**src/rtl/pc_pkg.sv**
```systemverilog
`default_nettype none
// +----------------------------------------------------------------------+
// | Module  : pc_pkg                                                     |
// | Purpose : Shared command encoding and address arithmetic for the     |
// |           program-counter sequencer.                                 |
// | Revision: 1.0 - initial release                                      |
// +----------------------------------------------------------------------+
package pc_pkg;

  // Widest PC supported by the shared adder; callers zero-extend into it
  // and keep only their own low SIZE bits, which gives modulo-2^SIZE math.
  localparam int PC_MAX_W = 32;

  // One winning command per cycle, chosen by the priority encoder.
  typedef enum logic [2:0] {
    CMD_NONE   = 3'd0,
    CMD_STEP   = 3'd1,
    CMD_BRANCH = 3'd2,
    CMD_LOAD   = 3'd3,
    CMD_CALL   = 3'd4,
    CMD_RET    = 3'd5
  } cmd_e;

  // Modular add; two's-complement offsets fall out naturally once the
  // caller truncates the sum to its PC width.
  function automatic logic [PC_MAX_W-1:0] pc_add(input logic [PC_MAX_W-1:0] base,
                                                 input logic [PC_MAX_W-1:0] offset);
    return base + offset;
  endfunction

endpackage
`default_nettype wire

```
**src/rtl/pc_stack.sv**
```systemverilog
`default_nettype none
// +----------------------------------------------------------------------+
// | Module  : pc_stack                                                   |
// | Purpose : Return-address LIFO. Push to full and pop from empty are   |
// |           silently ignored; the parent reports the error.            |
// | Revision: 1.0 - initial release                                      |
// +----------------------------------------------------------------------+
module pc_stack #(
  parameter int WIDTH = 8,
  parameter int DEPTH = 4
) (
  input  logic             clk,
  input  logic             reset,
  input  logic             push,
  input  logic             pop,
  input  logic [WIDTH-1:0] push_data,
  output logic [WIDTH-1:0] top,
  output logic             full,
  output logic             empty
);
  import pc_pkg::*;

  localparam int CW = $clog2(DEPTH + 1);

  logic [CW-1:0]    count_d, count_q;
  logic [WIDTH-1:0] mem_d [DEPTH];
  logic [WIDTH-1:0] mem_q [DEPTH];

  // Flags come straight from the registered occupancy count.
  assign full  = (count_q == CW'(DEPTH));
  assign empty = (count_q == '0);

  // Select the most recently pushed entry as the visible top.
  always_comb begin
    top = '0;
    for (int i = 0; i < DEPTH; i++) begin
      if (count_q == CW'(i + 1)) top = mem_q[i];
    end
  end

  // Next occupancy and storage; push wins over pop if both ever arrive.
  always_comb begin
    count_d = count_q;
    mem_d   = mem_q;
    if (push && !full) begin
      for (int i = 0; i < DEPTH; i++) begin
        if (count_q == CW'(i)) mem_d[i] = push_data;
      end
      count_d = count_q + CW'(1);
    end else if (pop && !empty) begin
      count_d = count_q - CW'(1);
    end
  end

  // Occupancy register, cleared asynchronously.
  always_ff @(posedge clk or posedge reset) begin
    if (reset) count_q <= '0;
    else       count_q <= count_d;
  end

  // Storage needs no reset: entries above the count are never read.
  always_ff @(posedge clk) begin
    mem_q <= mem_d;
  end

endmodule
`default_nettype wire

```
**src/rtl/pc_seq.sv**
```systemverilog
`default_nettype none
// +----------------------------------------------------------------------+
// | Module  : pc_seq                                                     |
// | Purpose : Program-counter sequencer with step, absolute load,        |
// |           relative branch and call/return stack. Registered outputs. |
// | Revision: 1.0 - initial release                                      |
// +----------------------------------------------------------------------+
module pc_seq #(
  parameter int SIZE        = 8,
  parameter int STACK_DEPTH = 4,
  parameter int EDGE_MODE   = 1
) (
  input  logic            clk,
  input  logic            reset,
  input  logic            incr,
  input  logic            load,
  input  logic [SIZE-1:0] load_addr,
  input  logic            branch,
  input  logic [SIZE-1:0] offset,
  input  logic            call,
  input  logic            ret,
  output logic [SIZE-1:0] out,
  output logic            stack_empty,
  output logic            stack_full,
  output logic            err
);
  import pc_pkg::*;

  cmd_e                cmd;
  logic                step_req;
  logic [SIZE-1:0]     out_d, out_q;
  logic                err_d, err_q;
  logic                incr_hist_d, incr_hist_q;
  logic                push, pop;
  logic [SIZE-1:0]     push_data;
  logic [SIZE-1:0]     stk_top;
  logic                stk_full, stk_empty;
  logic [PC_MAX_W-1:0] inc_sum, br_sum;
  logic                unused_sum_hi;

  pc_stack #(
    .WIDTH (SIZE),
    .DEPTH (STACK_DEPTH)
  ) u_stack (
    .clk       (clk),
    .reset     (reset),
    .push      (push),
    .pop       (pop),
    .push_data (push_data),
    .top       (stk_top),
    .full      (stk_full),
    .empty     (stk_empty)
  );

  // Wide sums; only the low SIZE bits matter, which gives the wrap-around.
  always_comb begin
    inc_sum       = pc_add(PC_MAX_W'(out_q), PC_MAX_W'(1));
    br_sum        = pc_add(PC_MAX_W'(out_q), PC_MAX_W'(offset));
    unused_sum_hi = ^{inc_sum, br_sum};
  end

  // Priority encoder: ret > call > load > branch > step.
  always_comb begin
    step_req = incr & ((EDGE_MODE == 0) | ~incr_hist_q);
    cmd      = CMD_NONE;
    if (ret)           cmd = CMD_RET;
    else if (call)     cmd = CMD_CALL;
    else if (load)     cmd = CMD_LOAD;
    else if (branch)   cmd = CMD_BRANCH;
    else if (step_req) cmd = CMD_STEP;
  end

  // Execute the winning command; incr history always tracks incr so a
  // masked edge is consumed rather than deferred.
  always_comb begin
    out_d       = out_q;
    err_d       = err_q;
    incr_hist_d = incr;
    push        = 1'b0;
    pop         = 1'b0;
    push_data   = inc_sum[SIZE-1:0];
    case (cmd)
      CMD_RET: begin
        if (!stk_empty) begin
          out_d = stk_top;
          pop   = 1'b1;
        end else begin
          err_d = 1'b1;
        end
      end
      CMD_CALL: begin
        if (!stk_full) begin
          push  = 1'b1;
          out_d = load_addr;
        end else begin
          err_d = 1'b1;
        end
      end
      CMD_LOAD:   out_d = load_addr;
      CMD_BRANCH: out_d = br_sum[SIZE-1:0];
      CMD_STEP:   out_d = inc_sum[SIZE-1:0];
      default:    ;
    endcase
  end

  // PC, sticky error and incr history registers.
  always_ff @(posedge clk or posedge reset) begin
    if (reset) begin
      out_q       <= '0;
      err_q       <= 1'b0;
      incr_hist_q <= 1'b0;
    end else begin
      out_q       <= out_d;
      err_q       <= err_d;
      incr_hist_q <= incr_hist_d;
    end
  end

  assign out         = out_q;
  assign err         = err_q;
  assign stack_empty = stk_empty;
  assign stack_full  = stk_full;

endmodule
`default_nettype wire

```
**config.mk**
```make
export PLATFORM = sky130hd
export DESIGN_NAME = pc_seq
export DESIGN_NICKNAME = d
export VERILOG_FILES = /design/src/rtl/pc_pkg.sv /design/src/rtl/pc_stack.sv /design/src/rtl/pc_seq.sv
export SDC_FILE = /design/constraint.sdc
export NUM_CORES = 1
export LEC_CHECK = 0
export ABC_AREA = 1
export CAP_MARGIN = 25
export CORE_ASPECT_RATIO = 0.75
export CORE_MARGIN = 2
export CORE_UTILIZATION = 35
export DETAILED_ROUTE_END_ITERATION = 8
export PLACE_DENSITY = 0.65
export SYNTH_ARGS = -nofsm -noshare
export SYNTH_HDL_FRONTEND = slang
export SYNTH_SLANG_ARGS = --single-unit
```
**constraint.sdc**
```tcl
create_clock -name clk -period 4.9 [get_ports clk]
set_input_delay 0.98 -clock clk [delete_from_list [all_inputs] [get_ports clk]]
set_output_delay 0.98 -clock clk [all_outputs]
set_load 0.02 [all_outputs]
```
Word-level counts from Yosys, hierarchy flattened
Index checks and enable logic that the tools add are counted.

storage, ports and cells
  output and inout port bits = 11
  input port bits = 23
  bits in registers = 45
  logic and storage cells = 62

cells by class
  mux-type cells = 21
  add/subtract/negate cells = 4
  eq/ne operators = 13
  reductions and logical operators = 14
  bitwise gates (word level) = 2

operators by type and width
  cell                                              number
  2-to-1 mux 8 bit                                  6
  one-hot mux 8 bit (5 select lines)                1
  == test 3 x 2 -> 1 bit, second input constant     4
  2-to-1 mux 3 bit                                  4
  == test 3 bit, second input constant              3
  adder 8 x 1 -> 8 bit, second input constant       1
  adder 8 bit                                       1
  != test 2 bit, second input constant              4
  AND reduction 2 bit                               4
  2-to-1 mux 1 bit                                  7
  == test 3 x 1 -> 1 bit, second input constant     2
  AND reduction 3 bit                               2
  nonzero test 5 bit                                1
  2-to-1 mux 2 bit                                  2
  nonzero test 2 bit                                2
  adder 3 x 1 -> 3 bit, second input constant       1
  zero test 3 bit                                   1
  subtractor 3 x 1 -> 3 bit, second input constant  1
  logical AND 1 bit                                 2
  zero test 1 bit                                   2
  one-hot mux 1 bit (2 select lines)                1
  bitwise AND 1 bit                                 1
  inverter 1 bit                                    1

Logic depth before layout (Yosys ltp)
  depth in word-level cells = 12
  gate-level depth with buffers = 13
  mapped depth without buffers = 13

By module
A second synthesis with hierarchy kept.

second synthesis, totals
  cells, all modules = 363
  area total of the unflattened synthesis = 2831.5 µm²

modules (own cells, without submodules)
  module    area each (µm²)  seq. area each (µm²)  cells each  instances
  pc_stack  1621.6           1036.0                161         1
  pc_seq    1209.9           250.2                 202         1

Worst setup path after synthesis
No wires, ideal clock.

  path kind = input to register
  start point = input port offset[0]
  end point = register out_q[6] (netlist: out[6])
  stages = 13
  data required time = 4783 ps
  path slack = 2658 ps
  path buffers = 0
  library setup time = 117 ps
  data arrival time = 2125 ps
  cell sequence = ha_1 inv_1 fa_1 inv_1 nand3_1 nand2_1 nand3_1 nand2_1 nand2_1 nand3_1 nand2_1 nand2_1 nand2_1

between the ends
  word-level cells in the longest chain between the ends = 2

ends and longest elaborated chain
  what                                RTL line       RTL
  start, declared                     pc_seq.sv:19   input logic [SIZE-1:0] offset,
  adder 8 bit                         pc_pkg.sv:28   return base + offset;
  one-hot mux 8 bit (5 select lines)  pc_seq.sv:82   case (cmd)
  end signal, assigned                pc_seq.sv:113  out_q <= out_d;
  end, declared                       pc_seq.sv:31   logic [SIZE-1:0] out_d, out_q;

No other way between the ends.
A chain may end at the register's enable or synchronous reset.

Worst setup path in the final report
  start point = register u_stack.count_q[0]
  end point = output port stack_full

between the ends
  word-level cells in the longest chain between the ends = 1

ends and longest elaborated chain
  what                    RTL line        RTL
  start, declared         pc_stack.sv:25  logic [CW-1:0] count_d, count_q;
  start signal, assigned  pc_stack.sv:58  else count_q <= count_d;
  == test 3 bit           pc_stack.sv:30  assign full = (count_q == CW'(DEPTH));
  end, declared           pc_seq.sv:24    output logic stack_full,

No other way between the ends.

==> metrics.md <==
| Metric | Value |
|---|---|
| Cell Rows | `28` |
| Total gr overflow | `0` |
| Final Max Slew Viols | `0` |
| Register-to-Register Setup Slack | `around 2900 ps` |
| Top Usage Layer GRT | `met1` |
| P_sw | `0.694 mW` |
| # hold bufs at CTS | `0` |
| Num CTS Buffers | `5` |
| Slew @ Worst Pin | `between 700 and 800 ps` |
| Clock Sinks | `45` |
| Post-Synthesis Cells | `~350` |
| Sequential area share after synthesis | `between 40% and 50%` |
| Synth area leader | `edfxtp_1` |
| Crit path max fanout | `14` |
| Reg2Reg Launch Point | `u_stack.count_q[0]$_DFFE_PP0P_` |
| Synthesized area per cell | `8.11 sq um` |
| Later-pin clock latency in the skew report | `290 ps` |
| Drt first pass iters | `4` |
| Cells on Worst Hold Path | `2` |
| Via Count | `between 2000 and 2500` |
| Final Util | `around 42%` |
| Clock slew at reported path FFs | `about 80 ps` |
| Routed WL | `around 6000 microns` |
| Most used DFF post-synth | `edfxtp_1` |
| Yosys warns | `0` |
| Final hold viol count | `0` |
| Post-DP HPWL | `~4600 microns` |
| H-tree depth | `2` |
| Final Power | `between 1.5 and 2 mW` |
| Post-Syn Nets | `roughly 380` |
| Routing usage on met1 | `22.3%` |
| Final WS setup | `between 1500 and 2000 ps` |
| Min Hold Slack | `about 490 ps` |
| Drt drc | `0` |
| Die X | `between 100 and 150 microns` |
| Worst vdd ir | `~0.21 mV` |
| Finish-stage setup viols | `0` |
| Resize count post-CTS | `0` |
| Share of the synthesized area in the top cell type | `34.3%` |
| Vias in the first global route | `2092` |
| Hold Crit Class | `register to register` |
| RePlAce Congestion | `about 0.84` |
| PwrDens | `roughly 490 nW/um^2` |
| Initial Util | `35.8%` |
| #FFs+latches synth | `45` |
| Post-synth EDFFs | `32` |
| Leakage | `around 1.5 nW` |
| Largest net degree at the start of global routing | `18` |
| Initial antenna violation count | `0` |
| Top cells by area, synth | `edfxtp_1 34%, nand2_1 14%, dfrtp_1 12%` |
| Final instance area | `approximately 3300 sq um` |
| Hold endpoint | `err$_DFFE_PP0P_` |
| Reg2Reg Depth | `5` |
| Layout net count | `417` |
| Net Sw Frac | `roughly 43%` |
| Grt met3 use | `under 10%` |
| Worst Setup End Kind | `output pin` |
| Longest Clk Path Bufs | `2` |
| RR Endpoint | `u_stack.mem_q[26]$_DFFE_PP_` |
| Final cell count without fillers | `a little under 500` |
| Max-cap viol count | `0` |
| FFs w/ async S/R, synth | `between 20% and 30%` |
| Number of setup buffers added after CTS | `0` |
| Setup TNS | `0 ps` |
| Max_slew headroom | `between 50% and 60%` |
| Antenna cell count | `0` |
| Post-synthesis cell area | `2800 sq um` |
| Io pins | `34` |
| Placement-stage cell area | `around 3200 sq um` |
| FILL cells | `758` |
| Via density | `roughly 4.7` |
| Area Overhead vs Synth | `17.9%` |
| Internal power | `~0.93 mW` |
| Worst EP arrival | `approximately 2300 ps` |
| Buffers added on ports | `33` |
| Logic pwr share | `between 40% and 50%` |
| Pre-CTS setup slack | `around 2000 ps` |
| Core box area | `just under 8000 sq um` |
| Post-route minimum period | `3260 ps` |
| Gr usage total | `around 15%` |
| Clk network pwr share | `roughly 14%` |
| RSZ-0062 raised after global routing | `no` |
| Initial DRC Count | `176` |
| Placed insts | `around 480` |
| Critical Path RT | `between 3000 and 4000 ps` |
| Global-route wire length before repair | `between 10000 and 15000 microns` |
| Register share of total power | `approximately 37%` |
| Root Driver | `clkbuf_8` |
| Fraction of layout cells with a size suffix above 1 | `under 10%` |
| Worst setup path class | `register to output pin` |
| CTS tree | `yes` |
| WL/cell | `around 12 microns` |
| Die Area | `around 8700 sq um` |
| Hold_sp | `err$_DFFE_PP0P_` |
| Synth cell types | `30` |
| Worst setup SP type | `register` |
| Outcome | `completed` |
| Met2 Use GR | `approximately 22%` |
| Final antenna-violating net count | `0` |
| Fmax | `~310 MHz` |
| Final critical-path share of the clock period | `between 60% and 70%` |
| Die Height | `just over 80 microns` |
| Worst clock skew | `5.54 ps` |
[worst max-delay path: stages (launching register included)]
cell and delay, ps:
dfrtp_1 420, inv_1 130, ha_1 180, nand2_1 170
inv_1 380, clkdlybuf4s50_1 700
[power groups by stage]
stage / Clock [mW] / Combinational [mW] / Sequential (mW)
2_1_floorplan: 0 / 0.530 / 0.626
3_3_place_gp: 0 / 0.785 / 0.604
3_5_place_dp: 0 / 0.791 / 0.607
4_1_cts: 0.243 / 0.796 / 0.599
5_1_grt: 0.262 / 0.905 / 0.612
6_report: 0.235 / 0.791 / 0.599
[logic make-up after synthesis]
| kind of cell | Yosys count | share of synthesized area (%) |
|---|---|---|
| compound gates | 12 | 3.13 |
| simple gates | 221 | 35.0 |
| fa+ha+maj | 15 | 6.98 |
| buf+inv | 47 | 7.38 |
| xor+xnor | 5 | 1.57 |
| flops | 45 | 46.0 |
[state kept, by name, indices dropped and copies added (netlist names)]
| signal | cells |
|---|---|
| u_stack.count_q | 3 |
| out | 8 |
| incr_hist_q | 1 |
| u_stack.mem_q | 32 |
| err | 1 |
[metal layers]
layer,up-vias,routed length [microns]
li1,1187,-
met2,51,2520
met4,0,20
met1,1033,3180
met3,4,330
met5,-,0
[synthesized netlist by cell type (2+ instances only)]
master / n
dfrtp_1: 13
nand3_1: 43
xnor2_1: 2
nand2_1: 108
nor3_1: 2
nand3_2: 2
o21ai_0: 2
nand2_4: 2
buf_2: 3
a21oi_1: 4
xor2_1: 3
nand4_1: 7
buf_6: 3
nor2_2: 3
inv_1: 36
edfxtp_1: 32
inv_2: 4
a21o_1: 3
ha_1: 14
nor2_1: 46
or2_2: 4
[cell type report]
type,instances,area [sq um],area share (%)
inverter,40,150,4.55
sequential,45,1290,39.0
timing repair buffer,34,335,10.2
clock buffer,8,90.1,2.73
tap,105,131,3.98
multi-input combinational,253,1310,39.6
[cell usage in the layout, fill, tap and decap left out, drive strengths merged]
master         synthesis  final
o31ai                  1      1
or2                    4      4
nor3                   2      2
edfxtp                32     32
nand2                111    111
o21bai                 1      1
nor2                  51     51
xnor2                  2      2
clkbuf                 0      8
a21o                   3      3
a21oi                  4      4
o21ai                  2      2
fa                     1      1
a31oi                  1      1
clkdlybuf4s50          0     33
buf                    7      1
ha                    14     14
xor2                   3      3
nand4                  7      7
inv                   40     40
nand3b                 1      1
dfrtp                 13     13
nand3                 45     45
[how the worst max path moves through the flow]
stage | startpoint | endpoint | slack (ps) | cells past startpoint
2_1_floorplan | offset[0] | out[6]$_DFFE_PP0P_ | 2660 | 13
3_3_place_gp | ret | u_stack.mem_q[21]$_DFFE_PP_ | 1850 | 2
3_5_place_dp | ret | u_stack.mem_q[30]$_DFFE_PP_ | 1950 | 4
4_1_cts | u_stack.count_q[0]$_DFFE_PP0P_ | stack_full | 1630 | 5
5_1_grt | u_stack.count_q[0]$_DFFE_PP0P_ | stack_full | 1440 | 5
6_report | u_stack.count_q[0]$_DFFE_PP0P_ | stack_full | 1640 | 5
(Power assumes the default switching activity.)
